**config.mk**
```make
export PLATFORM = sky130hd
export DESIGN_NAME = alu_console
export DESIGN_NICKNAME = d
export VERILOG_FILES = /design/src/rtl/alu_console.sv
export SDC_FILE = /design/constraint.sdc
export NUM_CORES = 1
export LEC_CHECK = 0
export CAP_MARGIN = 20
export CORE_ASPECT_RATIO = 1.5
export CORE_MARGIN = 2
export CORE_UTILIZATION = 49
export DETAILED_ROUTE_END_ITERATION = 10
export PLACE_DENSITY = 0.73
export REMOVE_ABC_BUFFERS = 1
export SLEW_MARGIN = 25
export SYNTH_ARGS = -nofsm -noshare
export SYNTH_HDL_FRONTEND = slang
export SYNTH_SLANG_ARGS = --single-unit
export TNS_END_PERCENT = 30
```
**constraint.sdc**
```tcl
create_clock -name CLK -period 3.1 [get_ports CLK]
set_input_delay 0.62 -clock CLK [delete_from_list [all_inputs] [get_ports CLK]]
set_output_delay 0.62 -clock CLK [all_outputs]
set_load 0.03 [all_outputs]
```
**src/rtl/alu_console.sv**
```systemverilog
// alu_console: operator console that drives a combinational ALU on the board.
//   - Debounces four active-low push-buttons and turns each press into a 1-cycle pulse.
//   - Assembles WORD_W-bit operands from CHUNK_W-bit switch chunks and holds an aluop.
//   - Captures the ALU result and flags on command (IDLE -> EXEC -> CAPT -> IDLE).
//   - Drives a registered seven-segment display whose source is chosen by sw_view.
// Ports:
//   CLK, RST        clock, synchronous active-high reset
//   key_n[3:0]      raw buttons (0 = pressed): 3 clear, 0 load chunk, 1 set op, 2 execute
//   sw_data         chunk value (aluop taken from [3:0])
//   sw_sel          chunk target: s < NCHUNK -> port_a chunk s, else port_b chunk s-NCHUNK
//   sw_view         display source: 0 result, 1 port_a, 2 port_b, 3 aluop
//   port_a/port_b/aluop   operands and opcode driven to the ALU
//   alu_result/alu_flags  ALU outputs ({zero, overflow, negative})
//   hex             active-low segments, digit i at [7*i+:7], bit 0 = segment a
//   flag_led        captured flags; result_valid: capture matches operands; busy: capture running
// Optional build macro: BLANK_LEADING_ZEROS_EN blanks digits above the most
// significant non-zero nibble of the displayed value (digit 0 always lit).
module alu_console #(
  parameter int WORD_W          = 32,
  parameter int CHUNK_W         = 16,
  parameter int DIGITS          = WORD_W / 4,
  parameter int DEBOUNCE_CYCLES = 500000,
  localparam int NCHUNK         = WORD_W / CHUNK_W,
  localparam int SEL_W          = $clog2(2 * NCHUNK)
) (
  input  logic                  CLK,
  input  logic                  RST,
  input  logic [3:0]            key_n,
  input  logic [CHUNK_W-1:0]    sw_data,
  input  logic [SEL_W-1:0]      sw_sel,
  input  logic [1:0]            sw_view,
  output logic [WORD_W-1:0]     port_a,
  output logic [WORD_W-1:0]     port_b,
  output logic [3:0]            aluop,
  input  logic [WORD_W-1:0]     alu_result,
  input  logic [2:0]            alu_flags,
  output logic [DIGITS*7-1:0]   hex,
  output logic [2:0]            flag_led,
  output logic                  result_valid,
  output logic                  busy
);

  localparam int CNT_W = $clog2(DEBOUNCE_CYCLES + 1);

  typedef enum logic [1:0] {
    ST_IDLE = 2'd0,
    ST_EXEC = 2'd1,
    ST_CAPT = 2'd2
  } state_t;

  state_t             state_r;
  state_t             state_s;
  logic [3:0]         sync1_r;
  logic [3:0]         sync2_r;
  logic [3:0]         db_r;
  logic [3:0]         press_r;
  logic [CNT_W-1:0]   cnt_r [4];
  logic [WORD_W-1:0]  res_r;
  logic [WORD_W-1:0]  src_s;
  logic [DIGITS*7-1:0] hex_s;

  // Hex digit glyph, active-low segments with bit 0 = segment a.
  function automatic logic [6:0] seg_glyph(input logic [3:0] nib);
    logic [6:0] g;
    case (nib)
      4'h0:    g = 7'h40;
      4'h1:    g = 7'h79;
      4'h2:    g = 7'h24;
      4'h3:    g = 7'h30;
      4'h4:    g = 7'h19;
      4'h5:    g = 7'h12;
      4'h6:    g = 7'h02;
      4'h7:    g = 7'h78;
      4'h8:    g = 7'h00;
      4'h9:    g = 7'h10;
      4'hA:    g = 7'h08;
      4'hB:    g = 7'h03;
      4'hC:    g = 7'h27;
      4'hD:    g = 7'h21;
      4'hE:    g = 7'h06;
      4'hF:    g = 7'h0E;
      default: g = 7'h7F;
    endcase
    return g;
  endfunction

  // Two-flop synchroniser; stored as pressed = 1 so reset means released.
  always_ff @(posedge CLK) begin
    if (RST) begin
      sync1_r <= 4'b0000;
      sync2_r <= 4'b0000;
    end else begin
      sync1_r <= ~key_n;
      sync2_r <= sync1_r;
    end
  end

  // Debounce: accept a new level after DEBOUNCE_CYCLES consecutive differing
  // samples; a sample equal to the current level restarts the count.
  always_ff @(posedge CLK) begin
    if (RST) begin
      db_r    <= 4'b0000;
      press_r <= 4'b0000;
      for (int k = 0; k < 4; k++) cnt_r[k] <= {CNT_W{1'b0}};
    end else begin
      for (int k = 0; k < 4; k++) begin
        press_r[k] <= 1'b0;
        if (sync2_r[k] != db_r[k]) begin
          if (cnt_r[k] == CNT_W'(DEBOUNCE_CYCLES - 1)) begin
            db_r[k]    <= sync2_r[k];
            cnt_r[k]   <= {CNT_W{1'b0}};
            press_r[k] <= sync2_r[k];   // pulse on press edge only
          end else begin
            cnt_r[k] <= cnt_r[k] + {{(CNT_W-1){1'b0}}, 1'b1};
          end
        end else begin
          cnt_r[k] <= {CNT_W{1'b0}};
        end
      end
    end
  end

  // Capture FSM state register.
  always_ff @(posedge CLK) begin
    if (RST) state_r <= ST_IDLE;
    else     state_r <= state_s;
  end

  // Capture FSM next state; execute only wins when no higher-priority pulse is present.
  always_comb begin
    state_s = state_r;
    case (state_r)
      ST_IDLE: begin
        if (press_r[2] && !press_r[3] && !press_r[0] && !press_r[1]) state_s = ST_EXEC;
        else                                                      state_s = ST_IDLE;
      end
      ST_EXEC: state_s = ST_CAPT;
      ST_CAPT: state_s = ST_IDLE;
      default: state_s = ST_IDLE;
    endcase
  end

  // Operand/opcode registers, command decode and result capture.
  always_ff @(posedge CLK) begin
    if (RST) begin
      port_a       <= {WORD_W{1'b0}};
      port_b       <= {WORD_W{1'b0}};
      aluop        <= 4'h0;
      res_r        <= {WORD_W{1'b0}};
      flag_led     <= 3'b000;
      result_valid <= 1'b0;
      busy         <= 1'b0;
    end else begin
      busy <= (state_s != ST_IDLE);
      if (state_r == ST_CAPT) begin
        res_r        <= alu_result;
        flag_led     <= alu_flags;
        result_valid <= 1'b1;
      end else if (state_r == ST_IDLE) begin
        if (press_r[3]) begin
          port_a       <= {WORD_W{1'b0}};
          port_b       <= {WORD_W{1'b0}};
          result_valid <= 1'b0;
        end else if (press_r[0]) begin
          for (int c = 0; c < NCHUNK; c++) begin
            if (sw_sel == SEL_W'(c))          port_a[c*CHUNK_W +: CHUNK_W] <= sw_data;
            if (sw_sel == SEL_W'(c + NCHUNK)) port_b[c*CHUNK_W +: CHUNK_W] <= sw_data;
          end
          result_valid <= 1'b0;
        end else if (press_r[1]) begin
          aluop        <= sw_data[3:0];
          result_valid <= 1'b0;
        end else begin
          result_valid <= result_valid;
        end
      end else begin
        result_valid <= result_valid;   // commands are dropped while capturing
      end
    end
  end

  // Display source select.
  always_comb begin
    src_s = res_r;
    case (sw_view)
      2'd0:    src_s = res_r;
      2'd1:    src_s = port_a;
      2'd2:    src_s = port_b;
      2'd3:    src_s = {{(WORD_W-4){1'b0}}, aluop};
      default: src_s = res_r;
    endcase
  end

  // Per-digit glyph generation (optionally blanking leading zeros).
  always_comb begin
    hex_s = {(DIGITS*7){1'b1}};
    for (int i = 0; i < DIGITS; i++) begin
`ifdef BLANK_LEADING_ZEROS_EN
      if ((i != 0) && ((src_s >> (4 * i)) == {WORD_W{1'b0}})) hex_s[7*i +: 7] = 7'b1111111;
      else                                                    hex_s[7*i +: 7] = seg_glyph(src_s[4*i +: 4]);
`else
      hex_s[7*i +: 7] = seg_glyph(src_s[4*i +: 4]);
`endif
    end
  end

  // Registered display output; reset shows '0' on every digit.
  always_ff @(posedge CLK) begin
    if (RST) hex <= {DIGITS{7'b1000000}};
    else     hex <= hex_s;
  end

endmodule

```
==> impl_metrics.json <==
{
  "status": "complete, no violations",
  "antenna_found_initial": 0,
  "cts.clk_slew.worst_paths_ps": 60,
  "end_kind": "flip-flop",
  "num_vias": 10500,
  "dieArea_mm2": 0.0272,
  "r2r-start": "cnt_r[1][0]",
  "initial_core_util_pct": 49.5,
  "yosysMostFrequentCell": "dfxtp_1",
  "totalWireLength_um": 32600,
  "grt_max_degree": 62,
  "crit_arrival_ps": 2900,
  "clockBufferDepth": 3,
  "drtPass1Iterations": 7,
  "num-nets-final": 1681,
  "hp-class": "reg2reg",
  "yosys_most_used_dff": "dfxtp_1",
  "die_w_um": 135,
  "final_util_pct": 63.5,
  "grt_pass1_wl_um": 51700,
  "startpoint": "sw_view[0]",
  "core_area_mm2": 0.0256,
  "fin_worst_skew_ps": 13.0,
  "cts_buffers": 26,
  "setup_viol": 0,
  "drc": 0,
  "fin_crit_ps": 2490,
  "ys_seq_area_share_pct": 46.3,
  "viasPerCell": 5.45,
  "cap_violations": 0,
  "critPathKind": "in2reg",
  "placed_cells": 1874,
  "slew_viol_final": 0,
  "cts_resized": 0,
  "synth_cells": 1289,
  "pin_count": 190,
  "start_kind": "primary input",
  "gp_congestion": 0.902,
  "rsz0062_at_grt": "no",
  "grt_overflow": 0,
  "synth_cell_types": 70,
  "ctsHoldBuffers": 0,
  "ys_top_cells_by_count": "dfxtp_1, nor2_1, nand2_1",
  "synth_edf_count": 76,
  "irDropWorstVdd_mv": 0.415,
  "synth_top_area_cell": "dfxtp_1",
  "grt_usage_pct": 23.6,
  "yosys_register_bits": 255,
  "relSlewSlack_pct": 34.3,
  "cp_max_fo": 13,
  "fin_area_mm2": 0.0162,
  "yosysWarnings": 0,
  "antenna_cells": 0,
  "area_delta_synth_final_pct": 28.3,
  "finalCritPeriodShare_pct": 80.3,
  "row_count": 72,
  "yosysTopAreaCellShare_pct": 28.3,
  "ant_nets": 0,
  "netlist_area_mm2": 0.0127,
  "grt_pass1_vias": 10300,
  "max_freq_mhz": 402,
  "clk_latency_ps": 530,
  "finalNonFillerCells": 1922,
  "die_h_um": 201,
  "placed_area_mm2": 0.0154,
  "h-tree-depth": 1,
  "cts-root-buf": "clkbuf_16",
  "drt-initial-drc-count": 464,
  "worstHoldStart": "sync1_r[1]",
  "worst_slew_pin_slew_ps": 985,
  "synthTopCellsByArea": "dfxtp_1, edfxtp_1, mux2i_1",
  "worstPathRequired_ps": 3510,
  "dp_hpwl_um": 24200,
  "cts.sinks": 255,
  "syn_area_per_cell_um2": 9.82,
  "hold_violations": 0,
  "leakagePower_nw": 6.31,
  "power_density_mw_per_mm2": 420,
  "post_drt_wl_per_cell_um": 17.0,
  "io_buffers": 189,
  "drive_above_1_share_pct": 10.4,
  "ys_async_sr_fraction_pct": 0,
  "post_cts_buffers": 0,
  "cts_tree": "built"
}
critical path: stages:
cell,delay (ps)
clkdlybuf4s50_1,560
buf_4,260
a2bb2oi_1,440
inv_1,160
ha_1,250
mux4_2,470
nor2b_1,130
cells in the final DEF, fill, tap and decap left out, drive strengths merged, types with 21 or more instances in the layout:
| master | synthesis | layout |
|---|---|---|
| clkdlybuf4s50 | 0 | 187 |
| dfxtp | 179 | 179 |
| nor2 | 148 | 148 |
| nand2 | 117 | 117 |
| mux2i | 96 | 96 |
| a21oi | 86 | 86 |
| edfxtp | 76 | 76 |
| conb | 1 | 76 |
| buf | 26 | 58 |
| ha | 51 | 51 |
| nand3 | 49 | 49 |
| clkbuf | 42 | 36 |
| inv | 35 | 35 |
| xnor2 | 32 | 32 |
| nor2b | 28 | 28 |
| mux2 | 24 | 24 |
| o21ai | 23 | 23 |
| or3 | 21 | 21 |
| nand4 | 21 | 21 |
per-stage QoR:
step | setup slack (ps) | power (mW) | setup TNS (ps) | hold WS [ps]
finish | 612 | 6.83 | 0 | 442
global route | 491 | 7.05 | 0 | 463
CTS | 607 | 6.89 | 0 | 448
detailed placement | 51.9 | 3.91 | 0 | 426
global placement | 147 | 3.90 | 0 | 426
floorplan | -604 | 3.71 | -14870 | 414
state kept, by name, summed over array words and instances (netlist names):
signal        flops
cnt_r            76
hex              56
port_a           32
port_b           32
res_r            32
aluop             4
db_r              4
press_r           4
sync1_r           4
sync2_r           4
flag_led          3
state_r           2
busy              1
result_valid      1
path summary, 6_finish.rpt:
kind,end,depth (start not counted),slack (ps)
worst min-delay path,sync2_r[1],1,440
worst min register to register,sync2_r[1],1,440
worst max-delay path,hex[49],7,610
worst max register to register,cnt_r[1][18],5,740
cell type report:
type	count	area [um2]
multi-input cells	1006	6680
clock inverters	12	82.6
flip-flops and latches	255	5870
fillers	2200	9340
repair buffers	245	2350
well taps	333	417
clock buffers	36	729
inverters	35	131
layer usage:
layer  share of wire, %  GRT usage (%)  vias up
met4                3.9           9.75        0
met1                 38           26.0     5028
met3                5.1           3.71       71
met2                 53           44.3      267
li1                   -              -     5107
met5                  0              0        -
logic make-up (layout without fill, tap and decap cells):
logic type / Yosys count / in the layout / share of synthesized area [%]
other: 1 / 76 / 0.0296
adders and majority gates: 51 / 51 / 5.04
and+or+nand+nor: 488 / 488 / 19.2
buffers and inverters: 103 / 328 / 3.43
xor gates and xnor gates: 50 / 50 / 3.46
DFF: 255 / 255 / 46.3
AOI/OAI and AO/OA: 213 / 213 / 11.4
muxes: 128 / 128 / 11.1
power breakdown:
part	total (mW)	switching (mW)	internal (mW)
Clock	2.99	1.27	1.72
Sequential	3.53	0.0533	3.48
Combinational	0.309	0.165	0.145
Total	6.83	1.49	5.35
Power figures use the tool's default switching activity.
